## src/rtl/mem_bus_arbiter_pkg.sv

```systemverilog
// Shared types and legal latency range for the unified-memory bus arbiter.
package mem_arb_pkg;
    typedef enum logic {ST_IDLE, ST_WAIT} arb_state_t;
    typedef enum logic {OWN_IBUS, OWN_DBUS} arb_owner_t;

    localparam int RD_LAT_MIN = 1;
    localparam int RD_LAT_MAX = 8;
endpackage

```

## src/rtl/mem_bus_arbiter.sv

```systemverilog
// Shares one single-ported memory between ibus and dbus; per-transaction grant, reads hold
// the bus for RD_LAT cycles and return data to the owner, writes complete in the grant cycle.
module mem_bus_arbiter
    import mem_arb_pkg::*;
#(
    parameter int ADDR_W   = 32,
    parameter int DATA_W   = 32,
    parameter int RD_LAT   = 1,
    parameter int ARB_MODE = 0
) (
    input  logic              s_clk_i,
    input  logic              s_reset_i,
    input  logic              s_ibus_req_i,
    input  logic              s_ibus_write_i,
    input  logic [ADDR_W-1:0] s_ibus_add_i,
    input  logic [DATA_W-1:0] s_ibus_val_i,
    output logic              s_ibus_gnt_o,
    output logic              s_ibus_rvalid_o,
    output logic [DATA_W-1:0] s_ibus_val_o,
    input  logic              s_dbus_req_i,
    input  logic              s_dbus_write_i,
    input  logic [ADDR_W-1:0] s_dbus_add_i,
    input  logic [DATA_W-1:0] s_dbus_val_i,
    output logic              s_dbus_gnt_o,
    output logic              s_dbus_rvalid_o,
    output logic [DATA_W-1:0] s_dbus_val_o,
    output logic [ADDR_W-1:0] s_mem_add_o,
    output logic [DATA_W-1:0] s_mem_val_o,
    output logic              s_mem_write_o,
    input  logic [DATA_W-1:0] s_mem_val_i,
    output logic              s_busy_o
);
    localparam int CNT_W = $clog2(RD_LAT + 1);

    if (RD_LAT < RD_LAT_MIN || RD_LAT > RD_LAT_MAX) begin : g_rd_lat_check
        $error("mem_bus_arbiter: RD_LAT=%0d outside %0d..%0d", RD_LAT, RD_LAT_MIN, RD_LAT_MAX);
    end

    arb_state_t        state, state_nxt;
    arb_owner_t        last_owner, hold_owner, win;
    logic [ADDR_W-1:0] hold_add;
    logic [CNT_W-1:0]  cnt;
    logic              win_vld, win_write, done;
    logic [ADDR_W-1:0] win_add;
    logic [DATA_W-1:0] win_val;

    // Nothing is granted or returned while reset is asserted, so a reset cycle never commits a write.
    always_comb begin
        win_vld = 1'b0;
        win     = OWN_IBUS;
        if (state == ST_IDLE && !s_reset_i) begin
            if (s_ibus_req_i && s_dbus_req_i) begin
                win_vld = 1'b1;
                if (ARB_MODE == 1)
                    win = OWN_DBUS;
                else
                    win = (last_owner == OWN_IBUS) ? OWN_DBUS : OWN_IBUS;
            end else if (s_ibus_req_i) begin
                win_vld = 1'b1;
                win     = OWN_IBUS;
            end else if (s_dbus_req_i) begin
                win_vld = 1'b1;
                win     = OWN_DBUS;
            end
        end
        win_write = (win == OWN_DBUS) ? s_dbus_write_i : s_ibus_write_i;
        win_add   = (win == OWN_DBUS) ? s_dbus_add_i   : s_ibus_add_i;
        win_val   = (win == OWN_DBUS) ? s_dbus_val_i   : s_ibus_val_i;
        done      = (state == ST_WAIT) && (cnt == CNT_W'(RD_LAT)) && !s_reset_i;
    end

    always_ff @(posedge s_clk_i) begin
        if (s_reset_i) begin
            state      <= ST_IDLE;
            cnt        <= '0;
            last_owner <= OWN_DBUS;
            hold_owner <= OWN_IBUS;
            hold_add   <= '0;
        end else begin
            state <= state_nxt;
            if (win_vld) begin
                last_owner <= win;
                if (!win_write) begin
                    hold_owner <= win;
                    hold_add   <= win_add;
                    cnt        <= CNT_W'(1);
                end
            end else if (state == ST_WAIT) begin
                cnt <= done ? '0 : cnt + CNT_W'(1);
            end
        end
    end

    always_comb begin
        state_nxt = state;
        unique case (state)
            ST_IDLE: if (win_vld && !win_write) state_nxt = ST_WAIT;
            ST_WAIT: if (done) state_nxt = ST_IDLE;
            default: state_nxt = ST_IDLE;
        endcase
    end

    always_comb begin
        s_ibus_gnt_o    = 1'b0;
        s_dbus_gnt_o    = 1'b0;
        s_ibus_rvalid_o = 1'b0;
        s_dbus_rvalid_o = 1'b0;
        s_ibus_val_o    = '0;
        s_dbus_val_o    = '0;
        s_mem_add_o     = '0;
        s_mem_val_o     = '0;
        s_mem_write_o   = 1'b0;
        s_busy_o        = 1'b0;
        if (win_vld) begin
            s_ibus_gnt_o  = (win == OWN_IBUS);
            s_dbus_gnt_o  = (win == OWN_DBUS);
            s_mem_add_o   = win_add;
            s_mem_val_o   = win_val;
            s_mem_write_o = win_write;
        end
        if (state == ST_WAIT && !s_reset_i) begin
            s_busy_o    = 1'b1;
            s_mem_add_o = hold_add;
            if (done) begin
                if (hold_owner == OWN_IBUS) begin
                    s_ibus_rvalid_o = 1'b1;
                    s_ibus_val_o    = s_mem_val_i;
                end else begin
                    s_dbus_rvalid_o = 1'b1;
                    s_dbus_val_o    = s_mem_val_i;
                end
            end
        end
    end
endmodule

```

## config.mk

```make
export PLATFORM = sky130hd
export DESIGN_NAME = mem_bus_arbiter
export DESIGN_NICKNAME = d
export VERILOG_FILES = /design/src/rtl/mem_bus_arbiter_pkg.sv /design/src/rtl/mem_bus_arbiter.sv
export SDC_FILE = /design/constraint.sdc
export NUM_CORES = 1
export LEC_CHECK = 0
export ABC_AREA = 1
export CAP_MARGIN = 25
export CORE_AREA = 2 2 115 117
export DETAILED_ROUTE_END_ITERATION = 7
export DIE_AREA = 0 0 117 119
export MAX_ROUTING_LAYER = met4
export PLACE_DENSITY = 0.7
export SYNTH_ARGS = -nofsm -noshare
export SYNTH_HDL_FRONTEND = slang
export SYNTH_SLANG_ARGS = --single-unit
```

## constraint.sdc

```tcl
create_clock -name s_clk_i -period 1.79 [get_ports s_clk_i]
set_clock_uncertainty 0.15 [all_clocks]
set_input_delay 0.2685 -clock s_clk_i [delete_from_list [all_inputs] [get_ports s_clk_i]]
set_output_delay 0.2685 -clock s_clk_i [all_outputs]
set_load 0.01 [all_outputs]
```

Word-level counts from Yosys, hierarchy flattened. Index checks and enable logic that the tools add are counted.

$add $sub $neg: 1. Equal/unequal tests: 1. Mux-type cells: 37. Bitwise gates (word level): 3. Reductions and logical operators: 11.

Operators with widths (count): 32-bit two-way mux (11); 1-bit two-way mux (25); 1-bit logical AND (6); 2-bit AND reduction (2); 1-bit inverter (3); 1-bit logical NOT (2); 2-bit inequality test, second input constant (1); 1-bit case mux with 2 select lines (1); 2-bit nonzero test (1); 1-bit adder, second input constant (1).

Register bits: 36. Input bits: 166. Logic and storage cells: 58.

Logic depth before layout (Yosys ltp). Gate-level depths: netlist of run 1.

Depth after elaboration: 9. Mapped depth: 9. Mapped depth without buffers: 8.

Worst setup path before layout of run 1. OpenSTA, ideal clock, no wires.

Path kind: reg-to-output. From: register state. To: output s_dbus_val_o[22]. Data arrival time: 1.292 ns. Required time: 1.371 ns. Slack: 0.080 ns. Stages on the path, launching flop included: 8. Path buffers: 1. Cell sequence: dfxtp_1 -> inv_1 -> nor2_2 -> inv_1 -> nor2_1 -> nand2_1 -> buf_2 -> nor2_1.

Cells in the longest elaborated chain, start to end: 4. Elaborated cells between the ends (all ways): 5. Classes of those cells: mux: 2; reduce/logical: 3.

Ends and longest elaborated chain: start, declared (line mem_bus_arbiter.sv:39) `arb_state_t state, state_nxt;`; start signal, assigned (line mem_bus_arbiter.sv:80) `state <= state_nxt;`; 1-bit logical AND (2 in a row) (line mem_bus_arbiter.sv:69) `done = (state == ST_WAIT) && (cnt == CNT_W'(RD_LAT)) && !s_reset_i;`; 32-bit two-way mux (line mem_bus_arbiter.sv:124) `if (done) begin`; 32-bit two-way mux (*) (line mem_bus_arbiter.sv:121) `if (state == ST_WAIT && !s_reset_i) begin`; end, declared (line mem_bus_arbiter.sv:26) `output logic [DATA_W-1:0] s_dbus_val_o,`.

Every way passes the cells marked *; elsewhere a longest branch is shown, timed or not.

Worst setup path in the final report of run 1.
From: register state. To: output s_mem_val_o[2].

Cells in the longest elaborated chain, start to end: 5. Elaborated cells between the ends (all ways): 6. Classes of those cells: mux: 4; bitwise: 1; reduce/logical: 1.

Ends and longest elaborated chain: 1-bit inverter (*); 1-bit logical AND (*) (line mem_bus_arbiter.sv:51) `if (state == ST_IDLE && !s_reset_i) begin`; 1-bit two-way mux (line mem_bus_arbiter.sv:51); 32-bit two-way mux (line mem_bus_arbiter.sv:68) `win_val = (win == OWN_DBUS) ? s_dbus_val_i : s_ibus_val_i;`; 32-bit two-way mux (*) (line mem_bus_arbiter.sv:114) `if (win_vld) begin`; end, declared (line mem_bus_arbiter.sv:28) `output logic [DATA_W-1:0] s_mem_val_o,`.

Marked as above.

==> results of run 1 <==
==> worst max path at each step <==
stage | start | endpoint | slack [ns] | cells after the start
6_report | state | s_mem_val_o[2] | -0.37 | 9
5_1_grt | state | s_mem_val_o[2] | -0.42 | 9
4_1_cts | state | s_mem_val_o[21] | -0.37 | 8
3_5_place_dp | s_dbus_req_i | s_mem_val_o[2] | -0.85 | 7
3_3_place_gp | s_dbus_req_i | s_mem_val_o[2] | -0.85 | 7
2_1_floorplan | state | s_dbus_val_o[22] | 0.08 | 7
==> final cells by class <==
cell class	instances	area share
clock buffer	6	0.01559
timing repair buffer	405	0.4711
antenna	3	0.0009083
clock inverter	2	0.004239
multi-input combinational	377	0.3197
inverter	161	0.07433
tap	176	0.02664
sequential	36	0.08750
==> layer usage <==
metal  global-route usage  vias to the layer above  wire [µm]
li1                     -                     2635          -
met1               0.2879                     2385       7069
met2               0.3945                      196       9442
met3              0.05242                       17       1359
met4              0.03971                        0        252
met5                    -                        -          0
==> power breakdown <==
group | switching, mW | internal (mW) | total, mW
combinational | 1.01 | 1.13 | 2.14
clock | 0.329 | 0.655 | 0.984
sequential | 0.0225 | 0.874 | 0.897
total | 1.36 | 2.66 | 4.02
==> sequential cells by signal, indices dropped and copies added, names as in the netlist <==
signal      cells
last_owner      1
hold_add       32
state           1
hold_owner      1
cnt             1
==> stage by stage <==
step                      cells  worst slack, ns
after floorplan             617          0.07996
after global placement     1104          -0.8515
after detailed placement   1104          -0.8477
after CTS                  1133          -0.3722
after global routing       1166          -0.4175
final                      1166          -0.3655
==> critical path, stage by stage (launching register included) <==
cell and delay [ns]:
dfxtp_2 0.33, nor2_4 0.18, inv_2 0.08, nor2_4 0.17, nand2_4 0.08, inv_4 0.08, buf_12 0.11, buf_16 0.12
a22o_1 0.17, buf_2 0.15
==> kinds of logic (layout without fill, tap and decap cells) <==
logic type | count (synthesis) | in the layout | synth area share
other cells | 0 | 3 | 0
buf+inv | 204 | 574 | 0.2426
compound gates | 64 | 64 | 0.1434
flops | 36 | 36 | 0.2156
simple gates | 313 | 313 | 0.3984
==> timing repair <==
item | in CTS | in global routing
pin swaps | 9 | 40
gates resized for setup | 571 | 268
setup buffers | 10 | 27
setup endpoints to repair | 169 | 167
hold buffers | 0 | 0
gates cloned | 11 | 7
==> cells in the final DEF (no fill, tap or decap), types with 3 or more instances in the layout <==
cell type / netlist / routed
clkdlybuf4s50_1: 0 / 162
inv_1: 158 / 152
buf_2: 33 / 106
nand2_1: 145 / 86
buf_4: 1 / 56
nor2_2: 2 / 45
buf_6: 0 / 40
nor2_1: 96 / 34
dfxtp_1: 36 / 34
nand2_4: 1 / 31
a22o_1: 32 / 31
nand4_1: 30 / 30
nand2_2: 1 / 28
o22ai_2: 0 / 21
nand3_1: 36 / 21
nor2_4: 1 / 20
buf_12: 0 / 19
nand3_2: 0 / 15
clkbuf_16: 0 / 12
buf_16: 0 / 9
inv_2: 2 / 6
o22ai_1: 29 / 5
diode_2: 0 / 3
o22ai_4: 0 / 3
==> results.tsv, run 1 <==
metric	value	unit
maxcap violations	0	
reg-to-reg setup timing slack	-0.17	ns
most common cell in the synthesized netlist	inv_1	
Num CTS Buffers	5	
clock sinks	36	
register area	723.2	µm²
RSZ-0062 raised after global routing	true	
post-synthesis sequential area ratio	0.2156	
Worst EP arrival	1.74	ns
post-synth cell types	21	
global-route wire length before repair	25050	µm
number of routed nets with antenna violations	0	
Max-slew headroom	0.7997	
Die Span X	117	µm
fin util	0.6420	
Ys Warns	0	
Port Buf Inserts	299	
Post-synth EDFFs	0	
antenna violations before repair	3	
total power	4.020	mW
asr flop ratio synth	0	
Fillers	1127	
synthesized flop and latch total	36	
failing checks	negative setup slack	
maximum vdd drop	346.3	µV
routability cong.	0.8772	
GRT Overall Usage	0.2336	
Leak	4.312	nW
Top FF cell, synth	dfxtp_1	
Hold Path End	hold_add[31]	
final hold violation count	0	
Setup Viol. Count Final	168	
final wirelength	18120	µm
Via Count	5233	
Final Max Slew Viols	0	
largest net degree at the start of global routing	27	
Setup CP Type	reg -> out	
Reg-to-Reg Start	state	
DRC Markers	0	
PwrDens	486.3	mW/mm²
dpl hpwl	12010	µm
Synth Area per Inst	5.416	µm²
Cells after Synth	617	
Final min period	2.156	ns
Post-synth top cells	inv_1 (158), nand2_1 (145), nor2_1 (96), dfxtp_1 (36), nand3_1 (36)	
cell area after technology mapping	0.003342	mm²
fraction of layout cells with a size suffix above 1	0.4286	
CP Capture Type	primary output	
final period utilization	1.204	
final net count	1152	
HP Class	reg -> reg	
floorplan die area	0.01392	mm²
PnR worst setup slack	-0.3655	ns
Max FO, Critical Path	8	
multi-input logic area	0.002643	mm²
Reg-to-Reg End	hold_add[18]	
hold slack	0.3108	ns
hold path cells	2	
setup TNS	-36.27	ns
I/O pin count	300	
CTS tree	done	
placed cell area	0.006879	mm²
die outline height	119	µm
worst skew pair latency	0.28	ns
area grow syn2layout	147.3	%
via density per instance	4.488	
gr ovfl total	0	
status	finished, violations left	
Max Clock Freq	0.4639	GHz
average wire per standard cell	15.54	µm
top cells by area, synth	dfxtp_1 (22%), inv_1 (18%), nand2_1 (16%), nor2_1 (11%), a22o_1 (8.4%)	
clock slew at reported path FFs	0.05	ns
worst slew pin tran	0.3005	ns
Core ar.	0.01287	mm²
worst-case clock buffer depth	2	
Cell Rows	42	
Reg2Reg Depth	12	
Startpoint Class	register	
design area	0.008265	mm²
CP Data Required Time	1.37	ns
HP Start	hold_add[31]	
DR pass1 iterations	6	
top cell type's share of synthesized area	0.2156	
vias in the first global route	4708	
DRT iter0 DRCs	217	
post-synth top area cell	dfxtp_1	
Clock Tree Root	clkbuf_16	
Starting Density	0.2596	
post-synth net total	783	
CTS HTree Levels	2	
(Power assumes the default switching activity.)
==> run 2: changes to the inputs <==
--- a/config.mk
+++ b/config.mk
@@ -11,7 +11,7 @@
 export DETAILED_ROUTE_END_ITERATION = 7
 export DIE_AREA = 0 0 117 119
 export MAX_ROUTING_LAYER = met4
-export PLACE_DENSITY = 0.7
+export PLACE_DENSITY = 0.77
 export SYNTH_ARGS = -nofsm -noshare
 export SYNTH_HDL_FRONTEND = slang
 export SYNTH_SLANG_ARGS = --single-unit
==> run 2 against run 1 <==
- hold slack better by 0.0041 ns
- die area stayed put
- critical path depth decreased by 2
- utilization up 2.0 points
- the run still ends with negative setup slack left
- count of clock-buffer cells in the layout rose by 2
- fmax increased by 1.2%
- highest routed layer unchanged
- final cell count decreased by 1.9%
- sequential share of layout area decreased by 0.27 points
- global-route usage down 0.18 points
- first-iteration DRC count increased by 19%
==> results.tsv, run 2 (synthesis results as in run 1) <==
metric	value	unit	change
Final min period	2.130	ns	-0.02588 ns
Num CTS Buffers	5		unchanged
worst slew pin tran	0.3415	ns	+0.04102 ns
CTS HTree Levels	2		unchanged
DR pass1 iterations	5		-1
Combinational Power Share	0.548		+0.016
global-route wire length before repair	24700	µm	-1.4%
Sw Share	0.3535		+0.01441
PwrDens	463.1	mW/mm²	-4.8%
largest net degree at the start of global routing	34		+26%
floorplan die area	0.01392	mm²	unchanged
status	finished, violations left		
number of flip-flops in the largest register	32		unchanged
hold slack	0.3148	ns	+0.004073 ns
clock slew at reported path FFs	0.05	ns	about the same
maxcap violations	0		unchanged
Setup CP Type	reg -> out		
Max-slew headroom	0.7723		-0.02734
final hold violation count	0		unchanged
Startpoint Class	register		
GRT Overall Usage	0.2317		-0.001821
final wirelength	19330	µm	+6.7%
RSZ-0062 raised after global routing	true		
Core ar.	0.01287	mm²	unchanged
Max FO, Critical Path	8		unchanged
Cell Rows	42		unchanged
final period utilization	1.190		-0.01446
Sequential Power Share	0.228		+0.005
Top reg by flops	hold_add		
average wire per standard cell	16.90	µm	+8.7%
routability cong.	0.8839		+0.76%
die outline height	119	µm	unchanged
placed cell area	0.006804	mm²	-1.1%
number of routed nets with antenna violations	0		unchanged
Max Clock Freq	0.4696	GHz	+1.2%
antenna violations before repair	1		-2
vias in the first global route	4675		-0.70%
multi-input logic area	0.002774	mm²	+5.0%
Clock Tree Root	clkbuf_16		
Clock Power Share	0.224		-0.021
Final Max Slew Viols	0		unchanged
I/O pin count	300		unchanged
CP Capture Type	primary output		
most frequent cells in the layout	clkdlybuf4s50_1 (162), inv_1 (152), nand2_1 (98)		
Fillers	1059		-6.0%
commonest non-fill, non-tap cell in the layout	clkdlybuf4s50_1		
clock sinks	36		unchanged
Setup Viol. Count Final	168		unchanged
CP Data Required Time	1.37	ns	about the same
fraction of layout cells with a size suffix above 1	0.3992		-0.02940
via density per instance	4.601		+2.5%
worst skew pair latency	0.27	ns	about the same
gr ovfl total	0		unchanged
PnR worst setup slack	-0.3397	ns	+0.02588 ns
Worst EP arrival	1.71	ns	-0.03 ns
HP Class	reg -> reg		
switching power total	1.396	mW	+2.4%
Leak	4.209	nW	-2.4%
Die Span X	117	µm	unchanged
DRT iter0 DRCs	259		+19%
dpl hpwl	12180	µm	+1.4%
maximum vdd drop	377.1	µV	+8.9%
Starting Density	0.2596		unchanged
Via Count	5264		+0.59%
worst-case clock buffer depth	2		unchanged
Port Buf Inserts	299		unchanged
CTS tree	done		
area grow syn2layout	155.1	%	
register area	723.2	µm²	unchanged
DRC Markers	0		unchanged
design area	0.008524	mm²	+3.1%
internal power	2.552	mW	-3.9%
failing checks	negative setup slack		
final net count	1132		-1.7%
## run 2: timing repair
| item | 4_1_cts | 5_1_grt |
|---|---|---|
| setup buffers | 15 | 16 |
| cloned | 6 | 13 |
| setup endpoints to repair | 169 | 169 |
| hold buffers | 0 | 0 |
| pin swaps | 8 | 29 |
| resized for setup | 574 | 343 |
## run 2: cell type report
| type | count | share of cell area |
|---|---|---|
| timing repair buffer | 385 | 0.4720 |
| multi-input combinational | 377 | 0.3254 |
| sequential | 36 | 0.08484 |
| inverter | 161 | 0.07442 |
| tap | 176 | 0.02583 |
| clock buffer | 8 | 0.01717 |
| antenna | 1 | 0.0002936 |
## run 2: power by group through the flow
| stage | combinational [mW] | clock, mW | sequential (mW) |
|---|---|---|---|
| after global routing | 2.30 | 0.940 | 0.906 |
| after floorplan | 0.713 | 0 | 0.907 |
| after global placement | 1.67 | 0 | 0.910 |
| final | 2.16 | 0.885 | 0.900 |
| after detailed placement | 1.68 | 0 | 0.913 |
| after CTS | 1.70 | 0.904 | 0.900 |
## run 2: final timing paths
kind | start | end | slack, ns | cells past startpoint
min reg2reg | hold_add[12] | hold_add[12] | 0.31 | 2
max | state | s_mem_val_o[5] | -0.34 | 7
min | hold_add[12] | hold_add[12] | 0.31 | 2
max reg2reg | state | hold_add[23] | -0.16 | 12
## run 2: layer usage
metal / routed length (µm) / vias to the layer above / track usage
met5: 0 / - / -
met4: 628 / 0 / 0.05441
met3: 1298 / 47 / 0.04936
met2: 9193 / 235 / 0.3833
met1: 8214 / 2396 / 0.2879
li1: - / 2586 / -
## run 2: critical path, stage by stage, from the launching register on
cell and delay [ns]:
dfxtp_2 0.34, nor2_4 0.18, nand3_4 0.17, nand2_4 0.15, inv_8 0.06, clkbuf_16 0.16, a22o_4 0.25, buf_6 0.12
## run 2: metrics by stage
step	std cells	total power [mW]	util	TNS [ns]	setup slack, ns
floorplan	617	1.619	-	0	0.07996
global placement	1094	2.577	0.5285	-124.97	-0.8967
detailed placement	1094	2.588	0.5285	-130.72	-0.9120
CTS	1120	3.501	0.5362	-37.36	-0.2911
global route	1144	4.148	0.6621	-48.95	-0.3923
finish	1144	3.948	0.6621	-35.70	-0.3397
